### src/rtl/ad_pkg.sv
// Shared definitions for the AD merge block: fx bus address decode and register map.
package ad_pkg;

  localparam int FX_AW   = 22;
  localparam int DEV_W   = 6;
  localparam int HIT_MSB = 21;
  localparam int HIT_LSB = 16;
  localparam int OFF_MSB = 7;
  localparam int OFF_LSB = 0;
  localparam int REG_W   = 8;

  typedef enum logic [REG_W-1:0] {
    REG_CH_EN_LO = 8'h00,
    REG_CH_EN_HI = 8'h01,
    REG_OVF_LO   = 8'h02,
    REG_OVF_HI   = 8'h03,
    REG_LEVEL    = 8'h04,
    REG_DROP     = 8'h05
  } reg_off_e;

  function automatic logic addr_hit(input logic [FX_AW-1:0] addr,
                                    input logic [DEV_W-1:0] dev_id);
    return addr[HIT_MSB:HIT_LSB] == dev_id;
  endfunction

endpackage

### src/rtl/ad_merge_fifo.sv
// Synchronous FIFO carrying {channel, sample} words from the arbiter to the output stream.
module ad_merge_fifo #(
  parameter int W     = 20,
  parameter int DEPTH = 16
) (
  input  logic                       clk_sys,
  input  logic                       rst,
  input  logic                       push,
  input  logic [W-1:0]               push_data,
  input  logic                       pop,
  output logic [W-1:0]               pop_data,
  output logic                       empty,
  output logic                       full,
  output logic [$clog2(DEPTH):0]     level
);

  localparam int AW = $clog2(DEPTH);
  localparam int CNT_W = AW + 1;

  logic [W-1:0]     mem [DEPTH];
  logic [AW-1:0]    wr_ptr_q, wr_ptr_d;
  logic [AW-1:0]    rd_ptr_q, rd_ptr_d;
  logic [CNT_W-1:0] count_q, count_d;
  logic             do_push, do_pop;

  assign empty   = (count_q == '0);
  assign full    = (count_q == CNT_W'(DEPTH));
  assign level   = count_q;
  assign do_push = push && !full;
  assign do_pop  = pop && !empty;

  // NOTE: the storage array has no reset; only pointers are reset, and the head is
  // forced to zero while empty so the outputs still read 0 out of reset.
  assign pop_data = empty ? '0 : mem[rd_ptr_q];

  always_ff @(posedge clk_sys) begin
    if (do_push) mem[wr_ptr_q] <= push_data;
  end

  always_comb begin
    wr_ptr_d = wr_ptr_q;
    rd_ptr_d = rd_ptr_q;
    count_d  = count_q;
    if (do_push) wr_ptr_d = wr_ptr_q + AW'(1);
    if (do_pop)  rd_ptr_d = rd_ptr_q + AW'(1);
    if (do_push && !do_pop)      count_d = count_q + CNT_W'(1);
    else if (do_pop && !do_push) count_d = count_q - CNT_W'(1);
  end

  always_ff @(posedge clk_sys or posedge rst) begin
    if (rst) begin
      wr_ptr_q <= '0;
      rd_ptr_q <= '0;
      count_q  <= '0;
    end else begin
      wr_ptr_q <= wr_ptr_d;
      rd_ptr_q <= rd_ptr_d;
      count_q  <= count_d;
    end
  end

endmodule

### src/rtl/ad_merge.sv
// Merges NCH AD sample channels into one tagged stream through per-channel hold
// registers, a round-robin arbiter and an output FIFO; fx bus control/status registers.
module ad_merge
  import ad_pkg::*;
#(
  parameter int NCH   = 8,
  parameter int DW    = 16,
  parameter int DEPTH = 16,
  parameter int CW    = 4
) (
  input  logic                clk_sys,
  input  logic                rst,
  input  logic [DEV_W-1:0]    dev_id,
  input  logic [NCH*DW-1:0]   ad_data,
  input  logic [NCH-1:0]      ad_vld,
  output logic [DW-1:0]       m_data,
  output logic [CW-1:0]       m_ch,
  output logic                m_vld,
  input  logic                m_rdy,
  input  logic [FX_AW-1:0]    fx_waddr,
  input  logic                fx_wr,
  input  logic [REG_W-1:0]    fx_data,
  input  logic [FX_AW-1:0]    fx_raddr,
  input  logic                fx_rd,
  output logic [REG_W-1:0]    fx_q
);

  localparam int FW = CW + DW;
  localparam int LW = $clog2(DEPTH) + 1;
  localparam logic [15:0] CH_MASK = 16'((32'd1 << NCH) - 32'd1);

  logic [15:0]      ch_en_q, ch_en_d;
  logic [15:0]      ovf_q, ovf_d, ovf_set, ovf_clr;
  logic [7:0]       drop_q, drop_d;
  logic [8:0]       drop_sum;
  logic [4:0]       n_drop;
  logic [NCH-1:0]   pend_q, pend_d;
  logic [DW-1:0]    hold_q [NCH];
  logic [DW-1:0]    hold_d [NCH];
  logic [CW-1:0]    last_q, last_d;
  logic [REG_W-1:0] fx_rdata_q, fx_rdata_d, rdata;

  logic             hi_found, lo_found;
  logic [CW-1:0]    hi_idx, lo_idx;
  logic [DW-1:0]    hi_data, lo_data;
  logic             gnt_vld;
  logic [CW-1:0]    gnt_idx;
  logic [DW-1:0]    gnt_data;

  logic [FW-1:0]    fifo_head;
  logic             fifo_empty, fifo_full;
  logic [LW-1:0]    fifo_level;

  logic             wr_hit, rd_hit;
  logic [REG_W-1:0] wr_off, rd_off;
  logic             unused_addr_bits;

  assign unused_addr_bits = ^{fx_waddr[HIT_LSB-1:OFF_MSB+1], fx_raddr[HIT_LSB-1:OFF_MSB+1]};

  // Round robin: the lowest pending index above the last grant wins, otherwise wrap to
  // the lowest pending index overall.
  // NOTE: every always_comb output gets a default before any branch, so no latch can form.
  always_comb begin
    hi_found = 1'b0;
    hi_idx   = '0;
    hi_data  = '0;
    lo_found = 1'b0;
    lo_idx   = '0;
    lo_data  = '0;
    for (int i = NCH - 1; i >= 0; i--) begin
      if (pend_q[i]) begin
        lo_found = 1'b1;
        lo_idx   = CW'(i);
        lo_data  = hold_q[i];
        if (CW'(i) > last_q) begin
          hi_found = 1'b1;
          hi_idx   = CW'(i);
          hi_data  = hold_q[i];
        end
      end
    end
    gnt_vld  = lo_found && !fifo_full;
    gnt_idx  = hi_found ? hi_idx : lo_idx;
    gnt_data = hi_found ? hi_data : lo_data;
    last_d   = gnt_vld ? gnt_idx : last_q;
  end

  // A grant frees the hold register in the same cycle, so a simultaneous new sample
  // is accepted rather than counted as an overflow.
  always_comb begin
    pend_d  = pend_q;
    hold_d  = hold_q;
    ovf_set = '0;
    n_drop  = '0;
    for (int k = 0; k < NCH; k++) begin
      if (gnt_vld && gnt_idx == CW'(k)) pend_d[k] = 1'b0;
      if (ad_vld[k] && ch_en_q[k]) begin
        if (!pend_d[k]) begin
          hold_d[k] = ad_data[k*DW +: DW];
          pend_d[k] = 1'b1;
        end else begin
          ovf_set[k] = 1'b1;
          n_drop     = n_drop + 5'd1;
        end
      end
    end
    drop_sum = {1'b0, drop_q} + {4'b0, n_drop};
    drop_d   = drop_sum[8] ? 8'hFF : drop_sum[7:0];
  end

  always_comb begin
    wr_hit  = fx_wr && addr_hit(fx_waddr, dev_id);
    wr_off  = fx_waddr[OFF_MSB:OFF_LSB];
    ch_en_d = ch_en_q;
    ovf_clr = '0;
    if (wr_hit) begin
      case (wr_off)
        REG_CH_EN_LO: ch_en_d[7:0]  = fx_data;
        REG_CH_EN_HI: ch_en_d[15:8] = fx_data;
        REG_OVF_LO:   ovf_clr[7:0]  = fx_data;
        REG_OVF_HI:   ovf_clr[15:8] = fx_data;
        default:      ;
      endcase
    end
    ch_en_d = ch_en_d & CH_MASK;
    // A new overflow wins over a same-cycle write-1-to-clear.
    ovf_d   = ((ovf_q & ~ovf_clr) | ovf_set) & CH_MASK;
  end

  always_comb begin
    rd_hit = fx_rd && addr_hit(fx_raddr, dev_id);
    rd_off = fx_raddr[OFF_MSB:OFF_LSB];
    rdata  = '0;
    case (rd_off)
      REG_CH_EN_LO: rdata = ch_en_q[7:0];
      REG_CH_EN_HI: rdata = ch_en_q[15:8];
      REG_OVF_LO:   rdata = ovf_q[7:0];
      REG_OVF_HI:   rdata = ovf_q[15:8];
      REG_LEVEL:    rdata = 8'(fifo_level);
      REG_DROP:     rdata = drop_q;
      default:      rdata = '0;
    endcase
    fx_rdata_d = rd_hit ? rdata : '0;
  end

  // NOTE: sequential state uses non-blocking assignments so every flop samples
  // pre-edge values regardless of process ordering.
  always_ff @(posedge clk_sys or posedge rst) begin
    if (rst) begin
      ch_en_q    <= '0;
      ovf_q      <= '0;
      drop_q     <= '0;
      pend_q     <= '0;
      last_q     <= CW'(NCH - 1);
      fx_rdata_q <= '0;
      for (int k = 0; k < NCH; k++) hold_q[k] <= '0;
    end else begin
      ch_en_q    <= ch_en_d;
      ovf_q      <= ovf_d;
      drop_q     <= drop_d;
      pend_q     <= pend_d;
      last_q     <= last_d;
      fx_rdata_q <= fx_rdata_d;
      hold_q     <= hold_d;
    end
  end

  ad_merge_fifo #(
    .W     (FW),
    .DEPTH (DEPTH)
  ) u_fifo (
    .clk_sys   (clk_sys),
    .rst       (rst),
    .push      (gnt_vld),
    .push_data ({gnt_idx, gnt_data}),
    .pop       (m_vld && m_rdy),
    .pop_data  (fifo_head),
    .empty     (fifo_empty),
    .full      (fifo_full),
    .level     (fifo_level)
  );

  assign m_vld  = !fifo_empty;
  assign m_ch   = fifo_head[FW-1 -: CW];
  assign m_data = fifo_head[DW-1:0];
  assign fx_q   = fx_rdata_q;

endmodule
### config.mk
export PLATFORM = sky130hd
export DESIGN_NAME = ad_merge
export DESIGN_NICKNAME = d
export VERILOG_FILES = /design/src/rtl/ad_pkg.sv /design/src/rtl/ad_merge_fifo.sv /design/src/rtl/ad_merge.sv
export SDC_FILE = /design/constraint.sdc
export NUM_CORES = 1
export LEC_CHECK = 0
export CORE_MARGIN = 3
export CORE_UTILIZATION = 60
export CTS_BUF_LIST = sky130_fd_sc_hd__clkbuf_16
export CTS_CLUSTER_DIAMETER = 50
export DETAILED_ROUTE_END_ITERATION = 10
export GPL_TIMING_DRIVEN = 0
export PLACE_DENSITY = 0.84
export SYNTH_ARGS = -nofsm -noshare
export SYNTH_HDL_FRONTEND = slang
export SYNTH_SLANG_ARGS = --single-unit
### constraint.sdc
create_clock -name clk_sys -period 20.8 [get_ports clk_sys]
set_input_delay 3.12 -clock clk_sys [delete_from_list [all_inputs] [get_ports clk_sys]]
set_output_delay 3.12 -clock clk_sys [all_outputs]
set_load 0.01 [all_outputs]
After elaboration in Yosys (flattened, before gate mapping)
Memories as Yosys holds them, arrays and structs flattened.
Index checks and enable logic that the tools add are counted.
W data, S select, Z words.
{ "totals": {"input_bits": 199, "mem_bits_ro": 0, "register_bits": 185, "output_inout_bits": 29, "ramBits": 320, "word_cells": 237, "n_memories": 1, "latch_bits": 0} }
{ "classes": {"addsub": 12, "n_reduce_logical": 42, "shifts": 0, "magnitude_cmp": 8, "n_mux": 132, "n_mul": 0, "n_eq_ne": 14, "bitwise": 11, "div_mod_pow": 0} }
{ "memory_table": {"columns": ["memory", "words", "word_bits", "rd", "rd_clocked_by_memory_dff", "write_ports", "line", "source"], "rows": [
  ["u_fifo.mem", 16, 20, 1, 0, 1, "ad_merge_fifo.sv:20", "logic [W-1:0] mem [DEPTH];"]
]} }
{ "op_table": {"columns": ["cell", "n"], "rows": [
  ["$mux W16", 25],
  ["$mux W4", 22],
  ["$mux W5", 16],
  ["$mux W1", 60],
  ["$add A5 B1 Y5 const B", 8],
  ["$mux W8", 4],
  ["$pmux W8 S4", 1],
  ["$logic_and A1 B1 Y1", 24],
  ["$mux W20", 1],
  ["$reduce_and A2 Y1", 9],
  ["$eq A4 B3 Y1 const B", 4],
  ["$eq A8 B2 Y1 const B", 2],
  ["$eq A8 B3 Y1 const B", 2],
  ["$gt A3 B4 Y1 const A", 4],
  ["$logic_not A8 Y1", 2],
  ["$eq A6 B6 Y1", 2],
  ["$add A8 B5 Y9", 1],
  ["$mux W3", 3],
  ["$add A4 B1 Y4 const B", 2],
  ["$and A8 B8 Y8", 1],
  ["$eq A4 B2 Y1 const B", 2],
  ["$gt A1 B4 Y1 const A", 2],
  ["$gt A2 B4 Y1 const A", 2],
  ["$not A1 Y1", 8],
  ["9 further kinds", 12]
]} }

Depth between registers and ports, before layout
{ "logic_depth": {"depth_word": 46, "mapped_depth": 35, "ltp_nobuf": 32} }

Cells and area by module
Synthesis repeated with hierarchy kept, for this count alone.
{ "hier_totals": {"hier_cells": 1582, "area_unflattened_um2": 22890.7} }
{ "modules_own_cells": {"columns": ["mod", "area_per_inst_um2", "n_inst", "cells_each"], "rows": [
  ["ad_merge_fifo", 13018.7, 1, 583],
  ["ad_merge", 9872.0, 1, 999]
]} }

Worst setup path before layout
No wires, ideal clock.
{ "synth_timing": {"kind": "in2reg", "from": "input port ad_vld[1]", "to": "register drop_q[0]", "setup_ns": 0.124, "arrival_ns": 8.693, "path_buffers": 0, "cell_stages": 26, "slack_ns": 11.983, "required_time_ns": 20.676, "cell_sequence": "nand3_1 -> mux2_1 -> a221o_2 -> inv_1 -> ha_1 -> mux2_4 -> ha_1 -> mux2_4 -> ha_1 -> mux2_2 -> ha_1 -> or3_1 -> nor2b_1 -> ha_1 -> mux2_2 -> ha_1 -> mux2_2 -> fa_1 -> a21oi_1 -> nor2_1 -> nor2_1 -> inv_1 -> a21oi_1 -> nor2b_1 -> nand3_1 -> nand2b_1"} }
{ "synth_between": {"elab_chain_cells": 22} }
{ "synth_lines": {"columns": ["item", "line", "source"], "rows": [
  ["start: declaration", "ad_merge.sv:15", "input logic [NCH-1:0] ad_vld,"],
  ["$logic_and A1 B1 Y1 (*)", "ad_merge.sv:97", "if (ad_vld[k] && ch_en_q[k]) begin"],
  ["$mux W5 (*)", "ad_merge.sv:97", null],
  ["$add A5 B1 Y5", "ad_merge.sv:103", "n_drop = n_drop + 5'd1;"],
  ["$mux W5", "ad_merge.sv:98", "if (!pend_d[k]) begin"],
  ["$mux W5 (*)", "ad_merge.sv:97", null],
  ["$add A5 B1 Y5", "ad_merge.sv:103", null],
  ["$mux W5", "ad_merge.sv:98", null],
  ["$mux W5 (*)", "ad_merge.sv:97", null],
  ["[... 7 more ...]", null, null],
  ["$mux W5", "ad_merge.sv:98", null],
  ["$mux W5 (*)", "ad_merge.sv:97", null],
  ["$add A5 B1 Y5", "ad_merge.sv:103", null],
  ["$mux W5", "ad_merge.sv:98", null],
  ["$mux W5 (*)", "ad_merge.sv:97", null],
  ["$add A8 B5 Y9 (*)", "ad_merge.sv:107", "drop_sum = {1'b0, drop_q} + {4'b0, n_drop};"],
  ["$mux W8 (*)", "ad_merge.sv:108", "drop_d = drop_sum[8] ? 8'hFF : drop_sum[7:0];"],
  ["via drop_d[0]", "ad_merge.sv:34", "logic [7:0] drop_q, drop_d;"],
  ["end signal: assignment", "ad_merge.sv:160", "drop_q <= drop_d;"],
  ["end: declaration", "ad_merge.sv:34", null]
]} }
Mark *: on every way through the listed nets, which the timed path passes. The rest lies on a longest branch.
A chain may end at the register's enable or synchronous reset.

Worst setup path in the final report
{ "layout_timing": {"from": "input port ad_vld[0]", "to": "register drop_q[3]"} }
{ "layout_between": {"elab_chain_cells": 25} }
{ "layout_lines": {"columns": ["item", "line"], "rows": [
  ["$logic_and A1 B1 Y1 (*)", "ad_merge.sv:97"],
  ["$mux W1 (*)", "ad_merge.sv:97"],
  ["$add A5 B1 Y5", "ad_merge.sv:103"],
  ["$mux W5", "ad_merge.sv:98"],
  ["$mux W5 (*)", "ad_merge.sv:97"],
  ["$add A5 B1 Y5", "ad_merge.sv:103"],
  ["$mux W5", "ad_merge.sv:98"],
  ["$mux W5 (*)", "ad_merge.sv:97"],
  ["[... 10 more ...]", null],
  ["$mux W5", "ad_merge.sv:98"],
  ["$mux W5 (*)", "ad_merge.sv:97"],
  ["$add A5 B1 Y5", "ad_merge.sv:103"],
  ["$mux W5", "ad_merge.sv:98"],
  ["$mux W5 (*)", "ad_merge.sv:97"],
  ["$add A8 B5 Y9 (*)", "ad_merge.sv:107"],
  ["$mux W8 (*)", "ad_merge.sv:108"],
  ["via drop_d[3]", "ad_merge.sv:34"]
]} }
Marked as above.

==> flow_summary_export.csv <==
group,metric,value,unit
cells_and_area,final_cell_mix,"edfxtp_1, clkdlybuf4s50_1, dfrtp_1",
yosys,synth_cell_types,79,
timing,rsz0062_at_grt,"false",
yosys,synthCells,1533,
global_routing,grt_pass1_wl,91000,um
floorplanning,die_y,198,um
run_status,status,"complete, no violations",
pwr,power_frac_clock,0.269,
timing,hold_viol,0,
pwr,internal_power,2.27,mW
place,port_buffers,209,
setup_path,worstPathArrival,9.79,ns
clocking,htreeDepth,2,
setup_path,end_kind,"register",
global_routing,antenna_found_initial,5,
clocking,clk_latency,0.58,ns
pwr,seqPwrFrac,0.375,
floorplanning,design.core.area,36000,um^2
timing,slew_headroom,0.122,
timing,fin_crit_sh,0.449,
setup_path,worst-path-buf-inv,3,
global_routing,grt_pass1_vias,15400,
clocking,cts_setup_buffers,0,
route,routedWlPerCell,25.5,um
setup_path,path_delay_family,"adder cells",
timing,fin_setup_tns,0,ns
floorplanning,rows,69,
global_routing,grt_overflow,0,
route,drtIter0Drc,1372,
yosys,syn_nets,1754,
clocking,cts-buffers-inserted,51,
yosys,synth_area_per_cell,14.5,um^2
route,ant_nets,0,
pwr,switchingPower,1.12,mW
pwr,irDropWorstVdd,75.4,uV
route,vias,14900,
yosys,dominantRegCellSynth,"edfxtp_1",
floorplanning,die_x,198,um
setup_path,cp_slowest_cell,"clkdlybuf4s50_1",
floorplanning,dieArea,39300,um^2
cells_and_area,regArea,13700,um^2
cells_and_area,drive_gt1_frac,0.213,
clocking,post_cts_resized,0,
yosys,synth_seq_area_share,0.620,
timing,finalMaxSlewViolations,0,
timing,fmax,107,MHz
timing,setup_viol,0,
timing,skew,0.0248,ns
setup_path,critPathLaunchType,"input pin",
timing,period_minus_slack,9.34,ns
setup_path,path_class,"in -> reg",
setup_path,r2r_setup_slack,12.42,ns
place,hpwl,42200,um
pwr,p_per_area,126,nW/um^2
place,preCtsSetupSlack,10.93,ns
clocking,ctsHoldBuffers,0,
yosys,synth.ff_latch_count,488,
run,max-cap-violations,0,
cells_and_area,final_common_cell,"edfxtp_1",
clocking,clockRootBuffer,"clkbuf_16",
min_path,min_path_type,"reg -> reg",
yosys,syn-cell-area,22200,um^2
route,routed_wl,59500,um
yosys,yosysWarnings,0,
setup_path,crit_required,21.25,ns
pwr,swShare,0.331,
pwr,p_comb_frac,0.356,
setup_path,crit_path_frequent_cell,"ha_1",
cells_and_area,fillers,2102,
clocking,cts.sinks,488,
cells_and_area,layout.nets,2046,
cells_and_area,multi_input_area,8030,um^2
setup_path,slowest_delay,0.51,ns
timing,tightest_slew,1.32,ns
setup_path,worstPathMaxFanout,6,
pwr,leakage,10.4,nW
global_routing,grt_start_max_net_pins,107,
clocking,clockBufferDepth,3,
clocking,clkTransAtPathRegs,0.06,ns
yosys,synth_edf_count,304,
floorplanning,start_util,0.616,
route,remaining_drc_errors,0,
route,vias_per_cell,6.41,
global_routing,grt_usage,0.307,
route,first_pass_iters,6,
timing,fin_ws,11.46,ns
yosys,synthArstFlopShare,0.377,
place,gp_congestion,0.947,
floorplanning,pin_count,228,
cells_and_area,area_delta_synth_final,21.6,%
clocking,cts_tree,"yes",
==> stage by stage <==
stage / hold slack [ns] / cell area [um^2] / instances / util / total power, mW
CTS: 0.489 / 26900 / 2327 / 0.748 / 3.39
global placement: 0.464 / 24800 / 2203 / 0.690 / 2.39
floorplan: 0.446 / 22200 / 1533 / - / 2.01
global route: 0.494 / 27000 / 2328 / 0.749 / 3.52
finish: 0.492 / 27000 / 2331 / 0.749 / 3.39
detailed placement: 0.478 / 25300 / 2232 / 0.701 / 2.47
==> worst reg2reg max path: cells and delay by family (launching register included) <==
family / cells / cell delay, ns
fa+ha+maj: 7 / 2.05
mux: 6 / 1.86
compound gates: 6 / 1.71
simple gates: 8 / 1.49
buf+inv: 4 / 0.65
flops: 1 / 0.51
==> cells in the mapped netlist, types with 3 or more instances <==
cell type | count | area, um^2
edfxtp_1 | 304 | 9130
nor2b_1 | 6 | 37.5
o221ai_1 | 6 | 52.6
a21oi_1 | 77 | 385
dfstp_2 | 3 | 78.8
ha_1 | 20 | 250
xor2_1 | 13 | 114
o21a_1 | 3 | 22.5
a211oi_1 | 13 | 97.6
o211ai_1 | 15 | 113
and3_1 | 3 | 18.8
buf_1 | 12 | 45.0
nor4_1 | 10 | 62.6
mux4_2 | 95 | 2140
a222oi_1 | 23 | 230
a22oi_1 | 3 | 22.5
nand2b_1 | 6 | 37.5
nor2_1 | 113 | 424
a221oi_1 | 9 | 78.8
o21ai_0 | 57 | 285
and2_1 | 27 | 169
clkbuf_1 | 69 | 259
a21o_1 | 10 | 75.1
nand3_1 | 23 | 115
nand2_1 | 114 | 428
nand4_1 | 8 | 50.1
buf_2 | 6 | 30.0
xnor2_1 | 27 | 236
o22ai_1 | 3 | 18.8
a31oi_1 | 6 | 37.5
inv_1 | 22 | 82.6
dfrtp_1 | 181 | 4530
a221o_1 | 11 | 110
mux2_2 | 146 | 1640
nor3_1 | 34 | 170
==> layout make-up <==
| class | instances | share of cell area |
|---|---|---|
| Buffer | 90 | 0.0135 |
| Clock inverter | 43 | 0.0142 |
| Inverter | 25 | 0.00385 |
| Clock buffer | 52 | 0.0483 |
| Multi-Input combinational cell | 930 | 0.298 |
| Sequential cell | 488 | 0.510 |
| Tap cell | 461 | 0.0214 |
| Timing Repair Buffer | 239 | 0.0910 |
| Antenna cell | 3 | 0.000278 |
==> cell families after synthesis <==
group / share of synthesized area
flip-flops: 0.620
multiplexers: 0.173
XOR/XNOR: 0.0188
AO/OA/AOI/OAI: 0.0803
AND/OR/NAND/NOR: 0.0741
other: 0.000169
buffers and inverters: 0.0208
adder cells (fa/ha/maj): 0.0131
==> sequential cells by signal (all words and copies together) (netlist names) <==
register,cells
fx_q,8
ch_en_q,8
u_fifo.wr_ptr_q,4
pend_q,8
last_q,3
u_fifo.mem,304
drop_q,8
u_fifo.rd_ptr_q,4
u_fifo.level,5
ovf_q,8
hold_q,128
==> power groups by stage <==
stage	Sequential (mW)	Clock (mW)	Combinational (mW)
CTS	1.27	0.918	1.20
finish	1.27	0.912	1.21
detailed placement	1.29	0	1.18
global route	1.28	0.956	1.29
global placement	1.29	0	1.10
floorplan	1.27	0	0.740
==> per-layer routing <==
layer | vias up | GRT usage | wire, um | part of all wire
met1 | 7447 | 0.398 | 22200 | 0.37
li1 | 6494 | - | - | -
met5 | - | 0 | 57 | 0.00096
met3 | 155 | 0.0519 | 4960 | 0.083
met4 | 8 | 0.104 | 2020 | 0.034
met2 | 838 | 0.532 | 30300 | 0.51
==> final timing paths <==
path | cells past startpoint | start | end
worst max register to register | 31 | last_q[2] | drop_q[3]
worst max-delay path | 27 | ad_vld[0] | drop_q[3]
worst min register to register | 1 | ovf_q[6] | ovf_q[6]
worst min-delay path | 1 | ovf_q[6] | ovf_q[6]
max in group asynchronous | 3 | rst | hold_q[102]
min in group asynchronous | 2 | rst | fx_q[6]
Power figures use the tool's default switching activity.
